[src/rtl/apb_pkg.sv]
`default_nettype none
// +----------------------------------------------------------------------------+
// | Module   : apb_pkg                                                         |
// | Purpose  : Shared types for the APB4 master bridge: FSM state encoding,    |
// |            captured request, returned response and the "no strobes"       |
// |            constant driven on read transfers.                             |
// | Ports    : none (package)                                                 |
// | Revision : 1.0 - initial release                                          |
// +----------------------------------------------------------------------------+
package apb_pkg;

  typedef enum logic [1:0] {
    IDLE   = 2'd0,
    SETUP  = 2'd1,
    ACCESS = 2'd2,
    RESP   = 2'd3
  } apb_state_e;

  typedef struct packed {
    logic [31:0] addr;
    logic        write;
    logic [31:0] wdata;
    logic [3:0]  strb;
  } apb_req_t;

  typedef struct packed {
    logic [31:0] rdata;
    logic        err;
    logic        timeout;
  } apb_rsp_t;

  localparam logic [3:0] APB_STRB_NONE = 4'b0000;

endpackage
`default_nettype wire

[src/rtl/apb_timeout_counter.sv]
`default_nettype none
// +----------------------------------------------------------------------------+
// | Module   : apb_timeout_counter                                             |
// | Purpose  : Counts ACCESS wait cycles and flags the cycle in which the      |
// |            count reaches TIMEOUT_CYCLES. A limit of 0 disables it.        |
// | Ports    : clk, rst_n  - clock, async active-low reset                     |
// |            clear       - restart the count (asserted in SETUP)            |
// |            enable      - this ACCESS cycle is a wait cycle (pready = 0)   |
// |            expired     - this wait cycle brings the count to the limit    |
// | Revision : 1.0 - initial release                                          |
// +----------------------------------------------------------------------------+
module apb_timeout_counter #(
  parameter int unsigned TIMEOUT_CYCLES = 256
) (
  input  logic clk,
  input  logic rst_n,
  input  logic clear,
  input  logic enable,
  output logic expired
);

  // A zero limit still needs a legal one-bit register.
  localparam int CW = (TIMEOUT_CYCLES > 0) ? $clog2(TIMEOUT_CYCLES + 1) : 1;
  localparam logic [CW-1:0] LIMIT = CW'(TIMEOUT_CYCLES);

  logic [CW-1:0] cnt_q, cnt_d;

  // Saturating count: stops at LIMIT, never wraps back to zero.
  always_comb begin
    cnt_d = cnt_q;
    if (clear) begin
      cnt_d = '0;
    end else if (enable && (cnt_q != LIMIT)) begin
      cnt_d = cnt_q + CW'(1);
    end
  end

  always_ff @(posedge clk or negedge rst_n) begin
    if (!rst_n) begin
      cnt_q <= '0;
    end else begin
      cnt_q <= cnt_d;
    end
  end

  // Expiry is flagged in the wait cycle whose increment reaches LIMIT, so the
  // FSM leaves ACCESS after exactly TIMEOUT_CYCLES wait cycles.
  generate
    if (TIMEOUT_CYCLES == 0) begin : g_disabled
      assign expired = 1'b0;
    end else begin : g_enabled
      assign expired = enable && (cnt_q == (LIMIT - CW'(1)));
    end
  endgenerate

endmodule
`default_nettype wire

[src/rtl/apb_master_bridge.sv]
`default_nettype none
// +----------------------------------------------------------------------------+
// | Module   : apb_master_bridge                                               |
// | Purpose  : CPU-side APB4 initiator. Turns a valid/ready request into one   |
// |            SETUP/ACCESS transfer and returns a valid/ready response.      |
// |            One transfer outstanding; wait states bounded by a timeout.    |
// | Ports    : pclk, preset_n          - clock, async active-low reset        |
// |            req_*                   - request channel (valid/ready)        |
// |            rsp_*                   - response channel (valid/ready)       |
// |            paddr..pstrb            - APB4 master outputs                  |
// |            pready, prdata, pslverr - APB4 completer responses             |
// | Revision : 1.0 - initial release                                          |
// +----------------------------------------------------------------------------+
module apb_master_bridge
  import apb_pkg::*;
#(
  parameter int unsigned TIMEOUT_CYCLES = 256
) (
  input  logic        pclk,
  input  logic        preset_n,
  input  logic        req_valid,
  output logic        req_ready,
  input  logic [31:0] req_addr,
  input  logic        req_write,
  input  logic [31:0] req_wdata,
  input  logic [3:0]  req_strb,
  output logic        rsp_valid,
  input  logic        rsp_ready,
  output logic [31:0] rsp_rdata,
  output logic        rsp_err,
  output logic        rsp_timeout,
  output logic [31:0] paddr,
  output logic        psel,
  output logic        penable,
  output logic        pwrite,
  output logic [31:0] pwdata,
  output logic [3:0]  pstrb,
  input  logic        pready,
  input  logic [31:0] prdata,
  input  logic        pslverr
);

  apb_state_e state_q;
  apb_req_t   req_q;
  apb_rsp_t   rsp_q;
  logic       psel_q;
  logic       penable_q;
  logic       rsp_valid_q;
  logic       timeout_expired;

  apb_timeout_counter #(
    .TIMEOUT_CYCLES(TIMEOUT_CYCLES)
  ) u_timeout (
    .clk     (pclk),
    .rst_n   (preset_n),
    .clear   (state_q == SETUP),
    .enable  ((state_q == ACCESS) && !pready),
    .expired (timeout_expired)
  );

  always_ff @(posedge pclk or negedge preset_n) begin
    if (!preset_n) begin
      state_q     <= IDLE;
      req_q       <= '0;
      rsp_q       <= '0;
      psel_q      <= 1'b0;
      penable_q   <= 1'b0;
      rsp_valid_q <= 1'b0;
    end else begin
      case (state_q)
        IDLE: begin
          if (req_valid) begin
            req_q.addr  <= req_addr;
            req_q.write <= req_write;
            req_q.wdata <= req_wdata;
            // Reads never carry byte strobes on the bus.
            req_q.strb  <= req_write ? req_strb : APB_STRB_NONE;
            psel_q      <= 1'b1;
            state_q     <= SETUP;
          end
        end
        SETUP: begin
          penable_q <= 1'b1;
          state_q   <= ACCESS;
        end
        ACCESS: begin
          // Completion has priority over a timeout landing in the same cycle.
          if (pready) begin
            rsp_q.rdata   <= req_q.write ? 32'h0 : prdata;
            rsp_q.err     <= pslverr;
            rsp_q.timeout <= 1'b0;
            psel_q        <= 1'b0;
            penable_q     <= 1'b0;
            rsp_valid_q   <= 1'b1;
            state_q       <= RESP;
          end else if (timeout_expired) begin
            // Abandon the transfer: the bus is released without pready.
            rsp_q       <= '{rdata: 32'h0, err: 1'b1, timeout: 1'b1};
            psel_q      <= 1'b0;
            penable_q   <= 1'b0;
            rsp_valid_q <= 1'b1;
            state_q     <= RESP;
          end
        end
        RESP: begin
          if (rsp_ready) begin
            rsp_valid_q <= 1'b0;
            state_q     <= IDLE;
          end
        end
        default: state_q <= IDLE;
      endcase
    end
  end

  // Gated by reset so the request channel is closed while reset is held.
  assign req_ready   = (state_q == IDLE) && preset_n;
  assign rsp_valid   = rsp_valid_q;
  assign rsp_rdata   = rsp_q.rdata;
  assign rsp_err     = rsp_q.err;
  assign rsp_timeout = rsp_q.timeout;
  assign paddr       = req_q.addr;
  assign pwrite      = req_q.write;
  assign pwdata      = req_q.wdata;
  assign pstrb       = req_q.strb;
  assign psel        = psel_q;
  assign penable     = penable_q;

endmodule
`default_nettype wire

[config.mk]
export PLATFORM = sky130hd
export DESIGN_NAME = apb_master_bridge
export DESIGN_NICKNAME = d
export VERILOG_FILES = /design/src/rtl/apb_pkg.sv /design/src/rtl/apb_timeout_counter.sv /design/src/rtl/apb_master_bridge.sv
export SDC_FILE = /design/constraint.sdc
export NUM_CORES = 1
export LEC_CHECK = 0
export ABC_AREA = 1
export BUFFER_PORTS_ARGS = -buffer_cell sky130_fd_sc_hd__buf_2
export CAP_MARGIN = 15
export CORE_MARGIN = 1
export CORE_UTILIZATION = 43
export CTS_CLUSTER_DIAMETER = 200
export DETAILED_ROUTE_END_ITERATION = 10
export PLACE_DENSITY_LB_ADDON = 0.08
export SLEW_MARGIN = 20
export SYNTH_ARGS = -nofsm -noshare
export SYNTH_HDL_FRONTEND = slang
export SYNTH_SLANG_ARGS = --single-unit
[constraint.sdc]
create_clock -name pclk -period 1.8 [get_ports pclk]
set_input_delay 0 -clock pclk [delete_from_list [all_inputs] [get_ports pclk]]
set_output_delay 0 -clock pclk [all_outputs]
set_load 0.02 [all_outputs]
Word level (Yosys, flattened, before mapping) --
Cells that the tools add are included.
Cells by class: reduce and logical (&&, ||, !) cells 17, $add $sub $neg 1, multiplexer cells 20, eq/ne operators 8
Operators with widths (count):
- 34-bit two-way mux | 2
- 32-bit two-way mux | 1
- 9-bit two-way mux | 2
- 2-bit nonzero test | 5
- 9-bit by 1-bit adder with 9-bit output, second input constant | 1
- 9-bit by 8-bit equality test with 1-bit output, second input constant | 1
- 9-bit != test, second input constant | 1
- 3-bit AND reduction | 3
- 2-bit two-way mux | 4
- 2-bit case mux with 4 select lines | 1
- 1-bit two-way mux | 6
- 1-bit case mux with 2 select lines | 3
- 2-bit AND reduction | 3
- 2-bit equality test, second input constant | 2
- 1-bit logical AND | 4
- 4-bit two-way mux | 1
- 2-bit != test, second input constant | 2
- 3-bit != test, second input constant | 1
- 2-bit by 1-bit equality test with 1-bit output, second input constant | 1
- 2-bit logical NOT | 1
- 1-bit logical NOT | 1
Word-level totals: output and inout bits 107, input bits 107, register bits after elaboration 117, logic and storage cells 58

Depth between registers and ports, before layout --
Gate-level depths: netlist of the first run.
depth after elaboration 6, depth in mapped cells 11, gate-level depth less buffers 11

Hierarchy --
From an unflattened synthesis of the first run, not the netlist that was laid out.
Second synthesis, totals: cells, all modules 566, area, all modules 4939.7 sq um
Modules (own cells, without submodules):
- apb_master_bridge | area an instance 4354.2 sq um, cells each 484, times used 1, sequential area each 2702.6 sq um
- apb_timeout_counter | area an instance 585.6 sq um, cells each 82, times used 1, sequential area each 225.2 sq um

Least setup slack after synthesis of the first run --
No wires, ideal clock.
kind reg-to-reg, from reg u_timeout.cnt_q[1], to reg penable_q (netlist: penable), library setup time 119 ps, data arrival time 1657 ps, setup slack 23 ps, required time 1681 ps, cell stages (with the launch flop) 12, period minus slack after synthesis 1777 ps, cells stage by stage dfrtp_1 ha_1 nand2_1 nor3_1 inv_1 nor2_1 ha_1 o21ai_4 buf_6 buf_6 o22ai_1 inv_1
On the way: cells in the longest elaborated chain, start to end 4
RTL lines:
- from (decl) | RTL line apb_timeout_counter.sv:26 | logic [CW-1:0] cnt_q, cnt_d;
- from (signal assigned) | RTL line apb_timeout_counter.sv:42 | cnt_q <= cnt_d;
- 9-bit by 8-bit equality test with 1-bit output | RTL line apb_timeout_counter.sv:52 | assign expired = enable && (cnt_q == (LIMIT - CW'(1)));
- 1-bit logical AND | RTL line apb_timeout_counter.sv:52
- 3-bit != test (no source line)
- 2-bit AND reduction (no source line)
- to (signal assigned) | RTL line apb_master_bridge.sv:67 | penable_q <= 1'b0;
- to (signal assigned) | RTL line apb_master_bridge.sv:83 | penable_q <= 1'b1;
- to (signal assigned) | RTL line apb_master_bridge.sv:93 | penable_q <= 1'b0;
- to (decl) | RTL line apb_master_bridge.sv:47 | logic penable_q;
No other way between the ends. A chain may end at the register's enable or synchronous reset.

Worst setup path after layout of the first run --
from reg u_timeout.cnt_q[1], to reg rsp_q (netlist bit rsp_timeout)
On the way: cells in the longest elaborated chain, start to end 4
RTL lines:
- 9-bit by 8-bit equality test with 1-bit output | RTL line apb_timeout_counter.sv:52
- 1-bit logical AND | RTL line apb_timeout_counter.sv:52
- 2-bit nonzero test (no source line)
- 2-bit AND reduction (no source line)
- to (signal assigned) | RTL line apb_master_bridge.sv:98 | rsp_q <= '{rdata: 32'h0, err: 1'b1, timeout: 1'b1};
- to (decl) | RTL line apb_master_bridge.sv:45 | apb_rsp_t rsp_q;
No other way between the ends.

==> results of run 1 <==
## cells by family (layout without fill, tap and decap cells)
| family | count (synthesis) | after routing |
|---|---|---|
| adder cells (fa/ha/maj) | 7 | 7 |
| flip-flops | 117 | 117 |
| XOR/XNOR | 1 | 1 |
| buffers and inverters | 50 | 397 |
| AO/OA/AOI/OAI | 54 | 54 |
| AND/OR/NAND/NOR | 335 | 335 |
## critical path: cells and delay by family, from the launching register on
| family | cells | cell delay (ns) |
|---|---|---|
| buffers and inverters | 4 | 0.44 |
| DFF | 1 | 0.36 |
| adders and majority gates | 2 | 0.35 |
| and+or+nand+nor | 3 | 0.28 |
| AOI/OAI and AO/OA | 2 | 0.17 |
## power by group
part           internal (W)  switching, W
clock network       0.00190       0.00109
logic               0.00197       0.00358
registers           0.00377      0.000656
## placed cells by master, fill, tap and decap left out, types with 2 or more instances in the layout
master / instances
sky130_fd_sc_hd__clkinv_2: 5
sky130_fd_sc_hd__clkbuf_1: 2
sky130_fd_sc_hd__o21ai_1: 24
sky130_fd_sc_hd__o21ai_0: 11
sky130_fd_sc_hd__nand3_1: 8
sky130_fd_sc_hd__inv_2: 4
sky130_fd_sc_hd__o21ai_2: 13
sky130_fd_sc_hd__nand2_1: 294
sky130_fd_sc_hd__dfrtp_1: 117
sky130_fd_sc_hd__nor2_1: 15
sky130_fd_sc_hd__nor2_4: 3
sky130_fd_sc_hd__inv_1: 21
sky130_fd_sc_hd__a21oi_1: 2
sky130_fd_sc_hd__buf_12: 6
sky130_fd_sc_hd__clkbuf_16: 18
sky130_fd_sc_hd__nand2_2: 8
sky130_fd_sc_hd__buf_4: 13
sky130_fd_sc_hd__nand4_1: 2
sky130_fd_sc_hd__ha_1: 5
sky130_fd_sc_hd__nand2_4: 2
sky130_fd_sc_hd__dlygate4sd3_1: 109
sky130_fd_sc_hd__buf_2: 212
sky130_fd_sc_hd__clkbuf_8: 5
## repair_timing
item / in CTS / in global routing
buffers inserted: 4 / 3
setup endpoints to repair: 30 / 39
hold buffers: 109 / 0
gates cloned: 1 / 1
hold endpoints to repair: 222 / 0
resized for setup: 4 / 11
pin swaps: 4 / 4
## final cells by class
cell class / count / area share
clock buffer: 24 / 0.06305
sequential: 117 / 0.3679
inverter: 25 / 0.01179
multi-input combinational: 397 / 0.2263
clock inverter: 5 / 0.003145
timing repair buffer: 343 / 0.3058
tap: 140 / 0.02201
## per-stage QoR
step	TNS (ns)	worst slack, ns	util	power (W)	cells
detailed placement	-0.9209	-0.06630	0.5628	0.009575	905
global placement	-0.02275	-0.01151	0.5628	0.009434	905
CTS	0	0.009589	0.7174	0.01292	1048
global route	-0.04004	-0.01215	0.7245	0.01378	1051
finish	0	0.07085	0.7245	0.01296	1051
floorplan	0	0.02341	-	0.007699	564
## path summary, 6_finish.rpt
check | endpoint | slack (ns)
max | rsp_timeout | 0.07
min | u_timeout.cnt_q[1] | 0.03
min in group asynchronous | rsp_rdata[27] | 0.05
min reg2reg | pwdata[26] | 0.47
max reg2reg | rsp_timeout | 0.07
max in group asynchronous | pwdata[8] | 1.01
## flip-flops by register name, summed over array words and instances, names as in the netlist, 2 cells and up
name / flops
rsp_rdata: 32
pstrb: 4
u_timeout.cnt_q: 9
state_q: 2
pwdata: 32
paddr: 32
## metal layers
metal,global-route usage,vias up,wire length (um)
li1,-,2417,-
met1,0.2918,2329,5899
met2,0.4465,184,7739
met3,0.07472,30,882
met4,0.1207,0,383
met5,0,-,0
==> results_dict.tcl, run 1 <==
set metrics [dict create \
    pin_count_of_the_biggest_net_entering_global_routing 66 \
    layout_net_count 1015 \
    synth-warning-count 0 \
    timing.clock.skew_ns 0.007598 \
    die_height_um 109.1 \
    reg2regPathDepth 11 \
    antenna_found_initial 0 \
    fp-row-count 38 \
    area_fraction_of_the_dominant_cell_type_after_synthesis 0.5938 \
    detailed_place_hpwl_um 8711 \
    congestion_overflow_gr 0 \
    route.antenna.remaining_nets 0 \
    share_of_the_synthesized_netlist_area_taken_by_xor_and_xnor_gates 0.001776 \
    tritoncts "built" \
    holdPathStages 4 \
    detail_route.iter0.violations 250 \
    core_region_area_um2 10980 \
    antenna_cells 0 \
    via_count_of_the_first_global_routing_pass 4897 \
    cts_buffers 17 \
    timing.critical_path.from_type "flip-flop" \
    number_of_enable_flip_flop_cells_after_synthesis 0 \
    initial_core_util 0.4490 \
    placement.io_buffers 213 \
    post_synthesis_compound_gate_area_fraction 0.06927 \
    die_width_um 109.1 \
    drtPass1Iterations 5 \
    synth.area.top_cells "sky130_fd_sc_hd__dfrtp_1, sky130_fd_sc_hd__nand2_1, sky130_fd_sc_hd__o21ai_1, sky130_fd_sc_hd__o21ai_2, sky130_fd_sc_hd__ha_1" \
    global_route_wire_length_before_repair_um 23050 \
    remaining_drc_errors 0 \
    min-delay-path-class "in2reg" \
    fin_worst_hold_slack_ns 0.03018 \
    crit_arrival_ns 2.02 \
    report.final.setup_viol 0 \
    synth_nets 678 \
    synth_largest_area_cell "sky130_fd_sc_hd__dfrtp_1" \
    final.min_clock_period_ns 1.729 \
    route.detailed.vias_per_inst 4.719 \
    design.die.area_um2 11900 \
    run_status "completed" \
    final_cell_area_um2 7958 \
    io-pin-count 214 \
    grt_usage 0.2580 \
    post_synth.cell_area_avg_um2 8.743 \
    timing.slew.headroom 0.7375 \
    ys_ff_latch 117 \
    combinational_family_with_the_most_area_after_synthesis "simple AND/OR/NAND/NOR gates" \
    clkSinkCount 117 \
    finalWirelength_um 14900 \
    ys_seq_area_frac 0.5938 \
    netlist_area_um2 4931 \
    gp_routability_congestion 0.8152 \
    synth_ff_type "sky130_fd_sc_hd__dfrtp_1" \
    timing.hold.worst.start "pready" \
    clockBufferDepth 2 \
    synth_mux_area_frac 0 \
    cts.clk_slew.worst_paths_ns 0.05 \
    area_growth_syn_to_layout_pct 61.38 \
    fmax_ghz 0.5783 \
    power.density_nw_per_um2 1629 \
    fraction_of_registers_with_async_set_reset 1.000 \
    worst_setup_path_startpoint "u_timeout.cnt_q[1]" \
    post-route-period-util 0.9606 \
    synth_simple_gate_area_frac 0.2667 \
    synth-adder-area-share 0.01776 \
    unrepaired_setup_endpoints_after_global_routing "true" \
    critical_path.max_fanout 7 \
    placed_cell_area_um2 6181 \
    worst_path_largest_cell_delay_ns 0.36 \
    num-fill-cells 799 \
    final-seq-area_um2 2928 \
    most_common_cell_in_the_synthesized_netlist "sky130_fd_sc_hd__nand2_1" \
    multi_input_comb_area_um2 1800 \
    ctsHtreeMaxLevel 4 \
    slowest_stage "sky130_fd_sc_hd__dfrtp_1" \
    end_kind "flip-flop" \
    synth.lib_cells_used.distinct 28 \
    total_vias_in_the_final_route 4960 \
    final_max_slew_viol_count 0 \
    clk-insertion-delay-late_ns 0.40 \
    synthCells 564 \
    cellLeakagePower_nw 4.324 \
    hold_violations 0 \
    clock_tree.root_cell "sky130_fd_sc_hd__clkbuf_16" \
    worstPathCellList "ha_2, nand2_2, nor3_2, inv_2, nor2_4, ha_4, o21ai_4, buf_12, clkbuf_16, a22oi_2, inv_1" \
    netlist_top_cells_count "sky130_fd_sc_hd__nand2_1, sky130_fd_sc_hd__dfrtp_1, sky130_fd_sc_hd__o21ai_1" \
    routedWlPerCell_um 14.18 \
    worst-setup-path-type "reg2reg" \
    worst-endpoint-required_ns 2.09 \
    vdd_ir_drop_max_uv 926.1 \
    timing.max_cap.violations 0 \
    share_of_final_layout_standard_cells_stronger_than_drive_strength_1 0.3271 \
    regToRegStartpoint "u_timeout.cnt_q[1]" \
    worst-slew-pin-transition_ns 0.3938 \
]
Note: power is estimated with default switching activity, not from simulation.
==> run 2: changes to the inputs <==
- clock period: 1.8 -> 1.4 ns (I/O delays scaled with it)
==> run 2 against run 1 <==
  * The run now ends with setup timing left
  * Register-to-register slack got worse by 0.42 ns
  * Clock power increased by 34%
  * Total power increased by 35%
  * Worst setup slack got worse by 0.42 ns
  * Sequential power increased by 28%
  * Die area unchanged
  * Critical path depth decreased by 1
  * Core utilization increased by 2.9 points
  * Maximum frequency decreased by 0.87%
  * Sequential share of layout area decreased by 1.4 points
  * Sequential cell count unchanged
  * Clock skew increased by 0.0059 ns
  * Critical endpoint is now rsp_rdata[21]
  * Largest power group unchanged
  * Highest routed layer unchanged
==> results_dict.tcl, run 2 (same netlist as run 1, synthesis figures left out) <==
set metrics [dict create \
    run_status "complete, but fails checks" \
    violations_in_the_final_reports "setup timing" \
    r2r_end "rsp_rdata[21]" \
    timing.max_cap.violations 0 \
    antenna_found_initial 0 \
    cts_buffers 17 \
    core_region_area_um2 10980 \
    clock_tree.root_cell "sky130_fd_sc_hd__clkbuf_16" \
    initial_core_util 0.4490 \
    report.final.setup_viol 42 \
    die_height_um 109.1 \
    worst-slew-pin-transition_ns 0.6744 \
    total_power_w 0.01751 \
    fmax_ghz 0.5733 \
    design.die.area_um2 11900 \
    timing.slew.headroom 0.5504 \
    routedWlPerCell_um 14.08 \
    most-common-layout-cells "sky130_fd_sc_hd__nand2_1, sky130_fd_sc_hd__buf_2, sky130_fd_sc_hd__dfrtp_1, sky130_fd_sc_hd__dlygate4sd3_1" \
    detail_route.iter0.violations 277 \
    cts.clk_slew.worst_paths_ns 0.05 \
    crit_arrival_ns 2.07 \
    unrepaired_setup_endpoints_after_global_routing "true" \
    clkSinkCount 117 \
    area_growth_syn_to_layout_pct 67.93 \
    pin_count_of_the_biggest_net_entering_global_routing 54 \
    cellLeakagePower_nw 4.435 \
    grt_usage 0.2670 \
    worst-endpoint-required_ns 1.73 \
    worst-setup-path-type "reg2reg" \
    critical_path.max_fanout 49 \
    clk-insertion-delay-late_ns 0.41 \
    route.antenna.remaining_nets 0 \
    final-seq-area_um2 2929 \
    most_common_library_cell_in_the_layout_ignoring_fill_and_taps "sky130_fd_sc_hd__nand2_1" \
    final.min_clock_period_ns 1.744 \
    io-pin-count 214 \
    drtPass1Iterations 5 \
    min_to "rsp_err" \
    layout_net_count 1035 \
    global_route_wire_length_before_repair_um 23790 \
    vdd_ir_drop_max_uv 1323 \
    num-fill-cells 794 \
    die_width_um 109.1 \
    ctsHtreeMaxLevel 4 \
    total_vias_in_the_final_route 4995 \
    timing.clock.skew_ns 0.01354 \
    detailed_place_hpwl_um 8799 \
    setup-tns-final_ns -11.96 \
    placement.io_buffers 213 \
    share_of_final_layout_standard_cells_stronger_than_drive_strength_1 0.3620 \
    timing.critical_path.from_type "flip-flop" \
    antenna_cells 0 \
    multi_input_comb_area_um2 1911 \
    reg2regPathDepth 10 \
    min-delay-path-class "in2reg" \
    route.detailed.vias_per_inst 4.664 \
    end_kind "flip-flop" \
    timing.hold.worst.start "pready" \
    fp-row-count 38 \
    crit_path_setup_slack_layout_ns -0.3443 \
    clockBufferDepth 2 \
    rrSetupSlack_ns -0.34 \
    finalWirelength_um 15080 \
    regToRegStartpoint "u_timeout.cnt_q[1]" \
    final_cell_count_no_fill 1071 \
    holdPathStages 4 \
    congestion_overflow_gr 0 \
    place_inst 922 \
    detailedPlace.worstSlack_ns -0.3439 \
    fin_worst_hold_slack_ns 0.03789 \
    hold_violations 0 \
    tritoncts "built" \
    power.density_nw_per_um2 2115 \
    via_count_of_the_first_global_routing_pass 5103 \
    final_max_slew_viol_count 0 \
    remaining_drc_errors 0 \
    gp_routability_congestion 0.8510 \
    post-route-period-util 1.246 \
]
-- run 2: cell types whose count changed in the layout (fill, tap and decap cells not counted), sizes merged --
cell / previous run / this run
clkbuf: 25 / 26
nand2: 304 / 305
inv: 25 / 23
buf: 233 / 252
clkinv: 5 / 3
clkinvlp: 0 / 2
bufinv: 0 / 1
-- run 2: routing by layer --
| metal | up-vias | wire, um | track usage |
|---|---|---|---|
| met5 | - | 0 | 0 |
| met4 | 0 | 340 | 0.1197 |
| met3 | 30 | 957 | 0.08249 |
| met2 | 185 | 7709 | 0.4546 |
| met1 | 2317 | 6076 | 0.3075 |
| li1 | 2463 | - | - |
-- run 2: worst max path at each step --
stage                       startpoint            end  slack, ns
finish              u_timeout.cnt_q[1]  rsp_rdata[21]      -0.34
global route        u_timeout.cnt_q[1]   rsp_rdata[9]      -0.46
CTS                 u_timeout.cnt_q[1]  rsp_rdata[21]      -0.33
detailed placement  u_timeout.cnt_q[1]  rsp_rdata[31]      -0.34
global placement    u_timeout.cnt_q[1]  rsp_rdata[31]      -0.29
floorplan           u_timeout.cnt_q[1]        penable      -0.30
-- run 2: through the flow --
stage / cell area (um^2) / utilization
floorplan: 4949 / -
global placement: 6309 / 0.5744
detailed placement: 6309 / 0.5744
CTS: 8168 / 0.7437
global route: 8280 / 0.7539
finish: 8280 / 0.7539
-- run 2: power by group --
part	internal [W]	leakage, nW	switching, W
Combinational	0.00295	2.68	0.00490
Clock	0.00259	0.265	0.00141
Sequential	0.00485	1.49	0.000817
-- run 2: timing repair --
| action | in CTS | in global routing |
|---|---|---|
| gates resized for setup | 37 | 25 |
| buffers inserted | 5 | 5 |
| pin swaps | 6 | 7 |
| cloned | 3 | 1 |
| hold buffers | 109 | 0 |
| endpoints found under the setup margin | 116 | 77 |
| hold endpoints to repair | 223 | 0 |
-- run 2: cell type report --
class                      count  area share
clock buffer                  25     0.05984
clock inverter                 4    0.005742
inverter                      25     0.01390
multi-input combinational    398      0.2307
sequential                   117      0.3537
tap                          140     0.02115
timing repair buffer         362      0.3149
-- run 2: critical path, stage by stage (launching register included) --
cell,delay [ns]
sky130_fd_sc_hd__dfrtp_1,0.38
sky130_fd_sc_hd__ha_2,0.20
sky130_fd_sc_hd__nand2_2,0.09
sky130_fd_sc_hd__nor3_2,0.04
sky130_fd_sc_hd__inv_1,0.07
sky130_fd_sc_hd__nor2_1,0.05
sky130_fd_sc_hd__ha_2,0.19
sky130_fd_sc_hd__o21ai_4,0.20
sky130_fd_sc_hd__buf_12,0.25
sky130_fd_sc_hd__nand2_1,0.07
sky130_fd_sc_hd__o21ai_1,0.09
